## src/rtl/seg7_bin_decoder.sv

```systemverilog
// seg7_bin_decoder: samples an active-low seven-segment bus, waits for the pattern to
// settle, decodes it to a hex digit and offers the result as a valid/ready event.
module seg7_bin_decoder #(
  parameter int STABLE_CYCLES = 4
) (
  input  logic       CLOCK1_50,
  input  logic       RESET_N,
  input  logic [7:0] seg_n,
  input  logic       clr,
  input  logic       out_ready,
  output logic       out_valid,
  output logic [3:0] out_digit,
  output logic       out_blank,
  output logic       out_dp,
  output logic       err_sticky,
  output logic       overrun,
  output logic [7:0] evt_count
);

  typedef enum logic [1:0] {
    ST_IDLE   = 2'd0,
    ST_SETTLE = 2'd1,
    ST_LOCKED = 2'd2
  } state_t;

  localparam logic [7:0] LP_STABLE = 8'(STABLE_CYCLES);

  // Returns {legal, digit} for an active-high {g..a} pattern; all-off is a legal blank.
  function automatic logic [4:0] decode_seg(input logic [6:0] pat);
    case (pat)
      7'h3F:   decode_seg = {1'b1, 4'h0};
      7'h06:   decode_seg = {1'b1, 4'h1};
      7'h5B:   decode_seg = {1'b1, 4'h2};
      7'h4F:   decode_seg = {1'b1, 4'h3};
      7'h66:   decode_seg = {1'b1, 4'h4};
      7'h6D:   decode_seg = {1'b1, 4'h5};
      7'h7D:   decode_seg = {1'b1, 4'h6};
      7'h07:   decode_seg = {1'b1, 4'h7};
      7'h7F:   decode_seg = {1'b1, 4'h8};
      7'h6F:   decode_seg = {1'b1, 4'h9};
      7'h77:   decode_seg = {1'b1, 4'hA};
      7'h7C:   decode_seg = {1'b1, 4'hB};
      7'h39:   decode_seg = {1'b1, 4'hC};
      7'h5E:   decode_seg = {1'b1, 4'hD};
      7'h79:   decode_seg = {1'b1, 4'hE};
      7'h71:   decode_seg = {1'b1, 4'hF};
      7'h00:   decode_seg = {1'b1, 4'h0};
      default: decode_seg = {1'b0, 4'h0};
    endcase
  endfunction

  state_t     r_state;
  logic [7:0] r_samp;
  logic [7:0] r_prev;
  logic [7:0] r_count;
  logic [7:0] r_last;
  logic       r_last_vld;
  logic       r_new_evt;
  logic       r_new_err;
  logic [3:0] r_new_digit;
  logic       r_new_blank;
  logic       r_new_dp;

  logic [6:0] w_pat;
  logic       w_dp;
  logic [4:0] w_dec;
  logic       w_blank;
  logic       w_change;
  logic       w_differs;
  logic       w_xfer;

  // Active-high view of the current sample and handshake qualifiers
  always_comb begin
    w_pat     = ~r_samp[6:0];
    w_dp      = ~r_samp[7];
    w_dec     = decode_seg(w_pat);
    w_blank   = (w_pat == 7'h00);
    w_change  = (r_samp != r_prev);
    w_differs = (!r_last_vld) || (r_last != {w_dp, w_pat});
    w_xfer    = out_valid && out_ready;
  end

  // Input sampling and settle/lock state machine; a lock of a new pattern posts one event
  always_ff @(posedge CLOCK1_50 or negedge RESET_N) begin
    if (!RESET_N) begin
      r_state     <= ST_IDLE;
      r_samp      <= 8'hFF;
      r_prev      <= 8'hFF;
      r_count     <= 8'd0;
      r_last      <= 8'd0;
      r_last_vld  <= 1'b0;
      r_new_evt   <= 1'b0;
      r_new_err   <= 1'b0;
      r_new_digit <= 4'd0;
      r_new_blank <= 1'b0;
      r_new_dp    <= 1'b0;
    end else begin
      r_samp    <= seg_n;
      r_prev    <= r_samp;
      r_new_evt <= 1'b0;
      r_new_err <= 1'b0;
      case (r_state)
        ST_IDLE: begin
          r_state <= ST_SETTLE;
          r_count <= 8'd1;
        end
        ST_SETTLE: begin
          if (w_change) begin
            r_count <= 8'd1;
          end else if (r_count == LP_STABLE) begin
            r_state <= ST_LOCKED;
            if (w_differs) begin
              r_last      <= {w_dp, w_pat};
              r_last_vld  <= 1'b1;
              r_new_evt   <= w_dec[4];
              r_new_err   <= ~w_dec[4];
              r_new_digit <= w_dec[3:0];
              r_new_blank <= w_blank;
              r_new_dp    <= w_dp;
            end
          end else begin
            r_count <= r_count + 8'd1;
          end
        end
        ST_LOCKED: begin
          if (w_change) begin
            r_state <= ST_SETTLE;
            r_count <= 8'd1;
          end
        end
        default: begin
          r_state <= ST_IDLE;
          r_count <= 8'd0;
        end
      endcase
    end
  end

  // Output event register, sticky flags (a set beats clr) and transfer counter
  always_ff @(posedge CLOCK1_50 or negedge RESET_N) begin
    if (!RESET_N) begin
      out_valid  <= 1'b0;
      out_digit  <= 4'd0;
      out_blank  <= 1'b0;
      out_dp     <= 1'b0;
      err_sticky <= 1'b0;
      overrun    <= 1'b0;
      evt_count  <= 8'd0;
    end else begin
      if (r_new_evt && (!out_valid || w_xfer)) begin
        out_valid <= 1'b1;
        out_digit <= r_new_digit;
        out_blank <= r_new_blank;
        out_dp    <= r_new_dp;
      end else if (w_xfer) begin
        out_valid <= 1'b0;
      end
      if (w_xfer) begin
        evt_count <= evt_count + 8'd1;
      end
      if (r_new_evt && out_valid && !w_xfer) begin
        overrun <= 1'b1;
      end else if (clr) begin
        overrun <= 1'b0;
      end
      if (r_new_err) begin
        err_sticky <= 1'b1;
      end else if (clr) begin
        err_sticky <= 1'b0;
      end
    end
  end

endmodule

```

## config.mk

```make
export PLATFORM = sky130hd
export DESIGN_NAME = seg7_bin_decoder
export DESIGN_NICKNAME = d
export VERILOG_FILES = /design/src/rtl/seg7_bin_decoder.sv
export SDC_FILE = /design/constraint.sdc
export NUM_CORES = 1
export LEC_CHECK = 0
export BUFFER_PORTS_ARGS = -buffer_cell sky130_fd_sc_hd__buf_4
export CAP_MARGIN = 5
export CORE_ASPECT_RATIO = 0.7
export CORE_MARGIN = 2
export CORE_UTILIZATION = 45
export CTS_CLUSTER_SIZE = 20
export DETAILED_ROUTE_END_ITERATION = 7
export GPL_ROUTABILITY_DRIVEN = 1
export MAX_ROUTING_LAYER = met4
export PLACE_DENSITY = 0.66
export REMOVE_ABC_BUFFERS = 1
export SETUP_SLACK_MARGIN = 0.3
export SYNTH_ARGS = -nofsm -noshare
export SYNTH_HDL_FRONTEND = slang
export SYNTH_SLANG_ARGS = --single-unit
```

## constraint.sdc

```tcl
create_clock -name CLOCK1_50 -period 3.6 [get_ports CLOCK1_50]
set_input_delay 0.72 -clock CLOCK1_50 [delete_from_list [all_inputs] [get_ports CLOCK1_50]]
set_output_delay 0.72 -clock CLOCK1_50 [all_outputs]
set_load 0.05 [all_outputs]
```

; ---- Word-level counts from Yosys, hierarchy flattened
; Index checks and enable logic that the tools add are counted.
[totals]
regBits = 60
latchBits = 0
ramBits = 0
word_cells = 89
mem_bits_ro = 0
memories = 0
in_bits = 12
[op_classes]
n_eq_ne = 25
n_lt_le_gt_ge = 0
n_div = 0
reduce_logical = 18
addsub = 2
multipliers = 0
muxes = 22
n_bitwise = 4
n_shift = 0
[ops]
columns = op, count
row1 = $eq A7 B7 Y1 const B, 12
row2 = $pmux W5 S16, 1
row3 = $mux W8, 3
row4 = $pmux W8 S3, 1
row5 = $add A8 B1 Y8 const B, 2
row6 = $ne A8 B8 Y1, 2
row7 = $eq A7 B3 Y1 const B, 2
row8 = $eq A7 B6 Y1 const B, 2
row9 = $mux W1, 13
row10 = $eq A8 B3 Y1 const B, 1
row11 = $logic_not A7 Y1, 1
row12 = $not A7 Y7, 1
row13 = $mux W2, 3
row14 = $ne A2 B2 Y1 const B, 3
row15 = $pmux W2 S3, 1
row16 = $reduce_bool A2 Y1, 3
row17 = $logic_and A1 B1 Y1, 4
row18 = $reduce_and A4 Y1, 1
row19 = $logic_not A1 Y1, 3
row20 = $ne A3 B3 Y1 const B, 1
row21 = $not A1 Y1, 3
row22 = $reduce_and A3 Y1, 1
row23 = $eq A2 B1 Y1 const B, 1
row24 = $eq A2 B2 Y1 const B, 1
row25 = other kinds (4), 5

; ---- Longest topological paths before layout
[logic_depth]
depth_word = 9
mapped_depth = 7

; ---- Worst setup path after synthesis
; Ideal clock, no wire load.
[synth_timing]
kind = register to register
start = reg r_samp[1]
end = reg r_last[2]
path_stages_with_launch = 8
slack_ps = 1368
t_arrival_ps = 2107
period_less_slack_ps = 2232
cell_sequence = dfstp_2 buf_2 xnor2_2 nand4_2 or2_4 nor4_4 buf_6 mux2_4
[synth_between]
elab_chain_cells = 4
elab_cells_between_ends = 6
classes_between = eq/ne (2) / bitwise (2) / reduce/logical (2)
[synth_lines]
columns = item, line_no
row1 = "start, declared", 53  ; logic [7:0] r_samp;
row2 = "start signal, assigned", 98  ; r_samp <= seg_n;
row3 = $not A7 Y7, 74  ; w_pat = ~r_samp[6:0];
row4 = $ne A8 B8 Y1, 79  ; w_differs = (!r_last_vld) || (r_last != {w_dp, w_pat});
row5 = $logic_or A1 B1 Y1, 79
row6 = $reduce_and A4 Y1 (no source line) *, -
row7 = "end signal, assigned", 113  ; r_last <= {w_dp, w_pat};
row8 = "end, declared", 56  ; logic [7:0] r_last;
; Mark *: on every way between the ends. The rest lies on a longest branch, timed or not.
; A chain may end at the register's enable or synchronous reset.

; ---- Worst setup path after layout
[layout_timing]
start = reg r_samp[3]
end = reg r_new_blank
[layout_between]
elab_chain_cells = 4
elab_cells_between_ends = 7
classes_between = eq/ne (2) / bitwise (2) / reduce/logical (3)
[layout_lines]
columns = item, line_no
row1 = $not A7 Y7, 74
row2 = $ne A8 B8 Y1, 79
row3 = $logic_or A1 B1 Y1, 79
row4 = $reduce_and A4 Y1 (no source line), -
row5 = "end signal, assigned", 118  ; r_new_blank <= w_blank;
row6 = "end, declared", 61  ; logic r_new_blank;
; Several ways; a longest one is shown, not always the timed one.

==> summary.md <==
| Metric | Value |
|---|---|
| Status | `finished, final reports clean` |
| Commonest cells after routing, fill and taps aside | `dfrtp_1 (43), buf_4 (29), nand2_1 (18)` |
| Clock Latency Late Sink | `about 350 ps` |
| Placed cells | `351` |
| Die W | `99.7 µm` |
| Hold WS | `roughly 400 ps` |
| # resized after CTS | `0` |
| R2R depth | `6` |
| Switch Pwr | `355 µW` |
| Setup crit start | `r_samp[3]` |
| Crit path cell chain | `xnor2_2, nand4_2, or2_4, nor4_4, buf_4, mux2_2` |
| Clk pwr share | `0.432` |
| Clock Sinks | `59` |
| Max Cap Viol | `0` |
| Final hold vios | `0` |
| PwrDens | `423 nW/µm²` |
| Sw frac | `0.250` |
| Largest net degree at the start of global routing | `60` |
| Final Cycle Share | `0.673` |
| Core area | `about 6200 µm²` |
| HPWL after DPL | `~3600 µm` |
| Worst-path clk slew | `around 70 ps` |
| Commonest non-fill, non-tap cell in the layout | `dfrtp_1` |
| DIE AREA | `about 7100 µm²` |
| PortBufs | `28` |
| Setup TNS | `0 ps` |
| Req. time, crit path | `3840 ps` |
| Synth unique cells | `54` |
| Min-delay worst type | `reg2reg` |
| Syn. warnings | `0` |
| Total CTS buffers | `9` |
| Footprint of the multi-input gates | `between 1000 and 1500 µm²` |
| Slowest CP cell | `dfstp_2` |
| Die Y | `71.0 µm` |
| Htree depth | `3` |
| Achievable Freq | `~0.41 GHz` |
| Mapped cell area | `between 2000 and 3000 µm²` |
| Vias per cell | `about 5.4` |
| GRT Total Usage | `0.177` |
| Worst IR drop on VDD | `slightly below 0.2 mV` |
| Worst slew pin tran | `just over 700 ps` |
| Crit-path max cell delay | `770 ps` |
| Register Area | `about 1500 µm²` |
| Top_reg_cell synth | `dfrtp_1` |
| Ant diodes | `0` |
| Ys async rst share | `1.00` |
| FILL cells | `around 550` |
| Logic pwr share | `0.065` |
| Initial core utilization | `0.465` |
| Post-route ant nets | `0` |
| Leakage | `approximately 1.5 nW` |
| Clock Root Buffer | `clkbuf_8` |
| Layout Nets | `~300` |
| CP endpoint kind | `flop` |
| Tmin final | `2420 ps` |
| Sequential area share after synthesis | `0.518` |
| Clock buffer depth | `2` |
| Crit path arrival time | `about 2700 ps` |
| Hold buffers post-CTS | `0` |
| Critical path class | `reg2reg` |
| Via count | `between 1,500 and 2,000` |
| Site Rows | `24` |
| R2r startpoint | `r_samp[3]` |
| Average cell area after synthesis | `about 11 µm²` |
| Crit-path max FO | `20` |
| Worst Skew | `6.91 ps` |
| Critical R2R Capture | `r_new_blank` |
| Mapped Cells | `approximately 260` |
| Io pins | `29` |
| Flop2flop setup slack | `about 1200 ps` |
| CP Capture Point | `r_new_blank` |
| Final setup violation count | `0` |
| Max transition margin | `0.522` |
| Drt drc | `0` |
| Setup Fix Bufs, Post-CTS | `0` |
| Synth-to-Final Area Change | `15.9%` |
| CTS tree | `done` |
| RD Place Congestion | `0.823` |
| Crit path launch type | `flop` |
| Seq pwr share | `0.503` |
| Iteration-0 DRC Markers | `105` |
| Post-synth EDFFs | `0` |
| Global-route wire length before repair | `approximately 9300 µm` |
| Drt wl/cell | `roughly 14 µm` |
| Post-Layout Cell Count | `roughly 370` |
| Detailed Routing Iterations Pass 1 | `4` |
| Layout cells sized above 1 | `0.301` |
| Max-slew violations | `0` |
| Vias in the first global route | `between 1,500 and 2,000` |
| GRT overflow | `0` |
| RSZ-0062 raised after global routing | `false` |
| Seq cells post-synth | `59` |
| Int Pwr | `~1.1 mW` |
| Final WL | `5280 µm` |
| Antenna violations before repair | `0` |
-- state kept, by name, indices dropped and copies added, names as in the netlist --
register and count:
r_state 2, r_new_evt 1, r_count 8, out_valid 1, out_digit 4, out_dp 1, r_new_err 1, r_prev 8
evt_count 8, r_last 8, r_last_vld 1, r_new_digit 4, overrun 1, r_new_blank 1, err_sticky 1, out_blank 1
r_samp 8
-- synth_stat cells, types with 2 or more instances --
master    number  share of area
a21oi_1        9          0.016
a31oi_1        2         0.0043
and3_1         4         0.0087
buf_2          3         0.0052
clkbuf_1       7         0.0091
dfrtp_1       43           0.37
dfstp_2       16           0.15
ha_1           3          0.013
inv_1         12          0.016
mux2_2        10          0.039
mux2_4         4          0.021
mux2i_1        6          0.021
nand2_1       18          0.023
nand2b_1       4         0.0087
nand3_1        8          0.014
nand4_1        5          0.011
nand4_2        2         0.0087
nor2_1        14          0.018
nor2b_1        4         0.0087
nor3_1         7          0.012
nor4b_1        3         0.0091
o21ai_0        7          0.012
o22ai_1        3         0.0065
o31ai_1        3         0.0078
or3_1          4         0.0087
or4_1          2         0.0052
xnor2_1       10          0.030
xnor2_2        4          0.023
xor2_1        14          0.042
-- per-stage QoR --
stage,power [mW],area [µm²],utilization,setup slack (ps)
final,1.42,3350,0.538,1180
after CTS,1.44,3350,0.538,1170
after global routing,1.49,3350,0.538,1040
after detailed placement,0.818,3140,0.506,1180
after floorplan,0.774,2830,-,1040
after global placement,0.815,3140,0.506,1210
-- critical path, delay by kind of cell (launching register included) --
family,cells,cell delay (ps)
xor gates and xnor gates,1,160
buffers and inverters,1,280
DFF,1,770
muxes,1,360
and+or+nand+nor,3,740
-- cell families after synthesis --
family	synth area share
fa+ha+maj	0.0165
buf+inv	0.0364
xor+xnor	0.0953
compound gates	0.0815
flops	0.518
simple gates	0.172
mux	0.0806
-- cell type report --
class	count	share of cell area
inverters	12	0.0135
flip-flops and latches	59	0.447
repair buffers	29	0.0651
clock buffers	10	0.0411
clock inverters	6	0.0194
well taps	78	0.0292
multi-input cells	173	0.384
-- power by group through the flow --
stage	clock, mW	combinational, mW	sequential [mW]
after CTS	0.637	0.0940	0.712
after global placement	0	0.0923	0.723
after global routing	0.668	0.103	0.715
after detailed placement	0	0.0937	0.724
after floorplan	0	0.0429	0.731
final	0.612	0.0923	0.712
-- worst min-delay path by stage --
stage | to | start | slack (ps) | cells after the start
6_report | r_prev[7] | r_samp[7] | 390 | 0
5_1_grt | r_prev[7] | r_samp[7] | 410 | 0
4_1_cts | r_prev[7] | r_samp[7] | 390 | 0
3_5_place_dp | r_prev[7] | r_samp[7] | 390 | 0
3_3_place_gp | r_prev[7] | r_samp[7] | 380 | 0
2_1_floorplan | r_prev[7] | r_samp[7] | 380 | 0
-- routing by layer --
layer,vias to the layer above,GRT usage,part of all wire
li1,954,-,-
met1,953,0.257,0.51
met2,51,0.221,0.41
met3,10,0.0741,0.068
met4,0,0.0548,0.013
met5,-,-,0
Power figures use the tool's default switching activity.
